===== config.mk =====
export PLATFORM = sky130hd
export DESIGN_NAME = coin_input_conditioner
export DESIGN_NICKNAME = d
export VERILOG_FILES = /design/src/rtl/coin_pkg.sv /design/src/rtl/button_debouncer.sv /design/src/rtl/coin_input_conditioner.sv
export SDC_FILE = /design/constraint.sdc
export NUM_CORES = 1
export LEC_CHECK = 0
export ABC_AREA = 1
export BUFFER_PORTS_ARGS = -buffer_cell sky130_fd_sc_hd__buf_2
export CORE_MARGIN = 4
export CORE_UTILIZATION = 36
export CTS_CLUSTER_DIAMETER = 50
export DETAILED_ROUTE_END_ITERATION = 8
export HOLD_SLACK_MARGIN = 0.05
export PLACE_DENSITY_LB_ADDON = 0.15
export SLEW_MARGIN = 20
export SYNTH_ARGS = -nofsm -noshare
export SYNTH_HDL_FRONTEND = slang
export SYNTH_SLANG_ARGS = --single-unit

===== constraint.sdc =====
create_clock -name clock -period 2.9 [get_ports clock]
set_clock_uncertainty 0.2 [all_clocks]
set_input_delay 0.145 -clock clock [delete_from_list [all_inputs] [get_ports clock]]
set_output_delay 0.145 -clock clock [all_outputs]
set_load 0.01 [all_outputs]

===== src/rtl/coin_pkg.sv =====
`default_nettype none
// ----------------------------------------------------------------------------
// coin_pkg: shared types and coin values for the coin input path.
// Revision: 1.0
// ----------------------------------------------------------------------------
package coin_pkg;

  typedef enum logic [2:0] {
    ARM          = 3'd0,
    IDLE         = 3'd1,
    PRESS_WAIT   = 3'd2,
    PRESSED      = 3'd3,
    RELEASE_WAIT = 3'd4
  } debounce_state_t;

  localparam int COIN_100_UNITS     = 1;
  localparam int COIN_500_UNITS     = 5;
  localparam int CREDIT_MAX_DEFAULT = 9;

endpackage
`default_nettype wire


===== src/rtl/button_debouncer.sv =====
`default_nettype none
// ----------------------------------------------------------------------------
// button_debouncer: synchronise, normalise and debounce one raw coin button.
// Revision: 1.0
// ----------------------------------------------------------------------------
module button_debouncer
  import coin_pkg::*;
#(
  parameter int DEBOUNCE_CYCLES = 500000,
  parameter int BTN_ACTIVE_LOW  = 1
) (
  input  logic clock,
  input  logic reset,
  input  logic btn_raw,
  output logic press_event
);

  localparam int             CNT_W          = (DEBOUNCE_CYCLES > 1) ? $clog2(DEBOUNCE_CYCLES) : 1;
  localparam logic [CNT_W-1:0] CNT_LAST     = CNT_W'(DEBOUNCE_CYCLES - 1);
  localparam logic           RELEASED_LEVEL = (BTN_ACTIVE_LOW != 0);

  logic [1:0]       sync_q, sync_d;
  logic             pressed;
  debounce_state_t  state_q, state_d;
  logic [CNT_W-1:0] cnt_q, cnt_d;

  always_comb begin
    sync_d  = {sync_q[0], btn_raw};
    pressed = sync_q[1] ^ RELEASED_LEVEL;
  end

  // ARM behaves like a held button: a stable release is needed before any press counts.
  always_comb begin
    state_d     = state_q;
    cnt_d       = cnt_q;
    press_event = 1'b0;
    unique case (state_q)
      ARM: begin
        if (pressed) begin
          cnt_d = '0;
        end else if (cnt_q == CNT_LAST) begin
          state_d = IDLE;
          cnt_d   = '0;
        end else begin
          cnt_d = cnt_q + CNT_W'(1);
        end
      end
      IDLE: begin
        if (pressed) begin
          state_d = PRESS_WAIT;
          cnt_d   = '0;
        end
      end
      PRESS_WAIT: begin
        if (!pressed) begin
          state_d = IDLE;
        end else if (cnt_q == CNT_LAST) begin
          state_d     = PRESSED;
          press_event = 1'b1;
        end else begin
          cnt_d = cnt_q + CNT_W'(1);
        end
      end
      PRESSED: begin
        if (!pressed) begin
          state_d = RELEASE_WAIT;
          cnt_d   = '0;
        end
      end
      RELEASE_WAIT: begin
        if (pressed) begin
          state_d = PRESSED;
        end else if (cnt_q == CNT_LAST) begin
          state_d = IDLE;
          cnt_d   = '0;
        end else begin
          cnt_d = cnt_q + CNT_W'(1);
        end
      end
      default: begin
        state_d = ARM;
        cnt_d   = '0;
      end
    endcase
  end

  always_ff @(posedge clock) begin
    if (!reset) begin
      sync_q  <= {2{RELEASED_LEVEL}};
      state_q <= ARM;
      cnt_q   <= '0;
    end else begin
      sync_q  <= sync_d;
      state_q <= state_d;
      cnt_q   <= cnt_d;
    end
  end

endmodule
`default_nettype wire


===== src/rtl/coin_input_conditioner.sv =====
`default_nettype none
// ----------------------------------------------------------------------------
// coin_input_conditioner: debounced coin buttons feeding a saturating credit.
// Revision: 1.0
// ----------------------------------------------------------------------------
module coin_input_conditioner
  import coin_pkg::*;
#(
  parameter int DEBOUNCE_CYCLES = 500000,
  parameter int CREDIT_MAX      = CREDIT_MAX_DEFAULT,
  parameter int CREDIT_W        = 4,
  parameter int BTN_ACTIVE_LOW  = 1
) (
  input  logic                clock,
  input  logic                reset,
  input  logic                coin_100_btn,
  input  logic                coin_500_btn,
  input  logic                credit_clear,
  input  logic                credit_lock,
  output logic [CREDIT_W-1:0] credit,
  output logic                coin_pulse_100,
  output logic                coin_pulse_500,
  output logic                coin_rejected,
  output logic                credit_full
);

  localparam logic [CREDIT_W:0]   MAX_EXT  = (CREDIT_W + 1)'(CREDIT_MAX);
  localparam logic [CREDIT_W:0]   ADD_100  = (CREDIT_W + 1)'(COIN_100_UNITS);
  localparam logic [CREDIT_W:0]   ADD_500  = (CREDIT_W + 1)'(COIN_500_UNITS);
  localparam logic [CREDIT_W-1:0] MAX_CRED = CREDIT_W'(CREDIT_MAX);

  logic                ev_100, ev_500, any_ev;
  logic [CREDIT_W:0]   sum;
  logic [CREDIT_W-1:0] credit_q, credit_d;
  logic                pulse_100_q, pulse_100_d;
  logic                pulse_500_q, pulse_500_d;
  logic                rejected_q, rejected_d;
  logic                full_q, full_d;

  button_debouncer #(
    .DEBOUNCE_CYCLES (DEBOUNCE_CYCLES),
    .BTN_ACTIVE_LOW  (BTN_ACTIVE_LOW)
  ) u_btn_100 (
    .clock       (clock),
    .reset       (reset),
    .btn_raw     (coin_100_btn),
    .press_event (ev_100)
  );

  button_debouncer #(
    .DEBOUNCE_CYCLES (DEBOUNCE_CYCLES),
    .BTN_ACTIVE_LOW  (BTN_ACTIVE_LOW)
  ) u_btn_500 (
    .clock       (clock),
    .reset       (reset),
    .btn_raw     (coin_500_btn),
    .press_event (ev_500)
  );

  // One extra bit on the sum keeps the overflow compare from wrapping;
  // simultaneous coins are accepted or refused as a single amount.
  always_comb begin
    any_ev      = ev_100 | ev_500;
    sum         = {1'b0, credit_q} + (ev_100 ? ADD_100 : '0) + (ev_500 ? ADD_500 : '0);
    credit_d    = credit_q;
    pulse_100_d = 1'b0;
    pulse_500_d = 1'b0;
    rejected_d  = 1'b0;
    if (credit_clear) begin
      credit_d   = '0;
      rejected_d = any_ev;
    end else if (credit_lock) begin
      rejected_d = any_ev;
    end else if (any_ev) begin
      if (sum <= MAX_EXT) begin
        credit_d    = sum[CREDIT_W-1:0];
        pulse_100_d = ev_100;
        pulse_500_d = ev_500;
      end else begin
        rejected_d = 1'b1;
      end
    end
    full_d = (credit_d == MAX_CRED);
  end

  always_ff @(posedge clock) begin
    if (!reset) begin
      credit_q    <= '0;
      pulse_100_q <= 1'b0;
      pulse_500_q <= 1'b0;
      rejected_q  <= 1'b0;
      full_q      <= 1'b0;
    end else begin
      credit_q    <= credit_d;
      pulse_100_q <= pulse_100_d;
      pulse_500_q <= pulse_500_d;
      rejected_q  <= rejected_d;
      full_q      <= full_d;
    end
  end

  assign credit         = credit_q;
  assign coin_pulse_100 = pulse_100_q;
  assign coin_pulse_500 = pulse_500_q;
  assign coin_rejected  = rejected_q;
  assign credit_full    = full_q;

endmodule
`default_nettype wire


==> impl_results.md <==
* HP Start: u_btn_100.sync_q[0]$_SDFF_PN1_
* Net Sw Frac at 30.1%
* Htree depth at 2
* WP data arrival at 2.70 ns
* Worst rel slew slack at 64.2%
* Tmin final at 2.67 ns
* Share of layout cells above drive strength 1 at 19.6%
* Post-synth cell types at 40
* Net Count, Synth at 553
* Largest net degree at the start of global routing at 20
* Worst-Skew Late Latency at 0.32 ns
* Post-synthesis sequential area ratio at 32.4%
* DP Area at 3720 sq um
* Area Overhead vs Synth at 14.4%
* Final worst-path cycle share at 92.1%
* I/O Buffers at 13
* Antenna Violating Nets Remaining at 0
* Slew @ Worst Pin at 0.537 ns
* DP HPWL at 6220 um
* Comb power frac at 15.9%
* FF-to-FF Start: u_btn_500.cnt_q[0]$_SDFFE_PN0P_
* Internal power at 1.04 mW
* Fin util at 42.7%
* Core region area at 9280 sq um
* CP startpoint kind: register
* HP Class: register to register
* Die H at 106 um
* Gr usage total at 15.4%
* Post-route DRC at 0
* Crit path required time at 2.93 ns
* Grt ovf at 0
* Most frequent cells in the layout: nand2_1 (119), nor2_1 (80), inv_1 (72), dfxtp_1 (48), nand3_1 (40)
* Clk root buf: clkbuf_8
* CP endpoint kind: register
* Maximum VDD drop at 0.191 mV
* Mapped cell area at 3460 sq um
* CTS max path bufs at 2
* Crit path cell chain: ha_4, nand2_2, nor2_4, nand4_1, inv_2, fa_2, ha_2, inv_1, nand3_1, nand3_1, nand2_1, nor2_1, buf_4, a21oi_1, nor2_1, nand2_1, nor2_1
* Sequential share of power at 54.2%
* Crit path largest cell delay at 0.36 ns
* Starting Density at 37.3%
* Final Power at 1.49 mW
* Via count at 3,401
* Clk pin slew, worst setup/hold paths at 0.11 ns
* Vias/cell at 4.81
* Post-Syn Instances at 542
* Finished Cell Area at 3960 sq um
* Non-filler cells, final at 707
* Final slew viol count at 0
* YS warnings at 0
* Max Cap Viol at 0
* Critical setup path kind: register to register
* Drt pass-1 iters at 5
* Die Area at 11,300 sq um
* Antenna violations before repair at 0
* Switching power total at 0.449 mW
* First-pass GRT wire length at 14,400 um
* Vias in the first global route at 3,219
* Crit path launch: u_btn_500.cnt_q[0]$_SDFFE_PN0P_
* FF+latch count, synth at 56
* CTS Sinks at 56
* PD cells at 377 nW/um^2
* Setup tns final at 0 ns
* FMAX at 0.375 GHz
* Outcome: finished, final reports clean
* CTS Buf Count at 5
* GPL Wtd Cong at 0.880
* CP max stage cell: dfxtp_2
* Ports at 14
* Initial DRC count at 188
* Post-Route WL at 8370 um
* Placed cell count at 689
* Clock share of power at 29.8%
* Leading cell type in the layout, fill and taps excluded: nand2_1
* Fin. Hold Viols at 0
* WP buf/inv at 3
* Wire per inst at 11.8 um
* Most frequent CP cell: nor2_1
* # setup viols final at 0
* Crit path max fanout at 8
* Leak Pwr at 1.63 nW
* Die Span X at 106 um
* Crit-path leading delay family: adder cells
* Final #Nets at 588
* TritonCTS clock tree: built
* # rows at 35
* Syn_area_per_cell at 6.39 sq um
* Inserted Diodes at 0
==> final cells by class <==
cell class | count | area [sq um]
Fill cell | 1019 | 5320
Multi-Input combinational cell | 388 | 1980
Sequential cell | 56 | 1130
Inverter | 86 | 323
Timing Repair Buffer | 40 | 280
Tap cell | 129 | 161
Clock buffer | 6 | 72.6
Clock inverter | 2 | 16.3
==> synth_stat cells <==
master | n | area [sq um]
nand2_1 | 121 | 454
nor2_1 | 85 | 319
inv_1 | 77 | 289
dfxtp_1 | 56 | 1120
nand3_1 | 42 | 210
o21ai_0 | 23 | 115
a21oi_1 | 21 | 105
nand4_1 | 18 | 113
nor3_1 | 16 | 80.1
inv_2 | 9 | 33.8
nand2_2 | 6 | 37.5
nor2_2 | 6 | 37.5
o21ai_2 | 6 | 52.6
nor2_4 | 5 | 56.3
or2_2 | 5 | 31.3
buf_6 | 4 | 45.0
ha_1 | 4 | 50.1
o21ai_1 | 4 | 20.0
buf_2 | 3 | 15.0
o211ai_1 | 3 | 22.5
xnor2_1 | 3 | 26.3
buf_4 | 2 | 15.0
clkbuf_1 | 2 | 7.51
nand3_2 | 2 | 20.0
nand3b_1 | 2 | 15.0
nor3_2 | 2 | 20.0
o21bai_1 | 2 | 15.0
a21boi_0 | 1 | 7.51
a21o_1 | 1 | 7.51
a21oi_2 | 1 | 8.76
a31oi_1 | 1 | 6.26
and3_2 | 1 | 7.51
clkbuf_8 | 1 | 13.8
fa_1 | 1 | 20.0
nand2_4 | 1 | 11.3
nor3_4 | 1 | 16.3
nor3b_2 | 1 | 12.5
o21a_1 | 1 | 7.51
o311a_1 | 1 | 10.0
xor2_1 | 1 | 8.76
==> flip-flops by register name, summed over array words and instances (netlist names) <==
signal and flops:
u_btn_500.state_q 3, u_btn_100.state_q 3, credit_full 1, u_btn_500.sync_q 2, u_btn_100.sync_q 2, u_btn_500.cnt_q 19
credit 4, coin_pulse_500 1, u_btn_100.cnt_q 19, coin_rejected 1, coin_pulse_100 1
==> per-layer routing <==
| layer | GRT usage (%) | wire [um] |
|---|---|---|
| met1 | 19.8 | 3980 |
| met5 | 0 | 0 |
| met4 | 4.44 | 127 |
| met3 | 3.04 | 330 |
| met2 | 26.2 | 3930 |
==> path summary, 6_finish.rpt <==
path | to | slack [ns] | cells after the start
worst min register to register | u_btn_100.sync_q[1]$_SDFF_PN1_ | 0.22 | 1
worst max-delay path | credit_full$_SDFF_PN0_ | 0.23 | 17
worst max register to register | credit_full$_SDFF_PN0_ | 0.23 | 17
worst min-delay path | u_btn_100.sync_q[1]$_SDFF_PN1_ | 0.22 | 1
==> through the flow <==
stage | hold WS [ns] | setup slack, ns
after floorplan | 0.0516 | 0.0904
final | 0.223 | 0.230
after global placement | 0.133 | 0.167
after detailed placement | 0.134 | 0.0937
after CTS | 0.227 | 0.0685
after global routing | 0.236 | -0.00901
==> repair_timing <==
action,CTS,global route
resized for setup,0,28
setup endpoints to repair,0,4
setup buffers,0,5
hold buffers,5,0
endpoints found under the hold margin,14,0
==> power by group through the flow <==
stage | combinational [mW] | sequential [mW] | clock (mW)
floorplan | 0.182 | 0.822 | 0
global placement | 0.227 | 0.822 | 0
detailed placement | 0.229 | 0.824 | 0
CTS | 0.236 | 0.806 | 0.467
global route | 0.272 | 0.813 | 0.499
finish | 0.238 | 0.810 | 0.446
==> kinds of logic after synthesis <==
| kind of cell | after synthesis | synth area share [%] |
|---|---|---|
| DFF | 56 | 32.4 |
| AOI/OAI and AO/OA | 65 | 10.9 |
| xor gates and xnor gates | 4 | 1.01 |
| buffers and inverters | 98 | 12.1 |
| adders and majority gates | 5 | 2.02 |
| and+or+nand+nor | 314 | 41.6 |
Note: power is estimated with default switching activity, not from simulation.
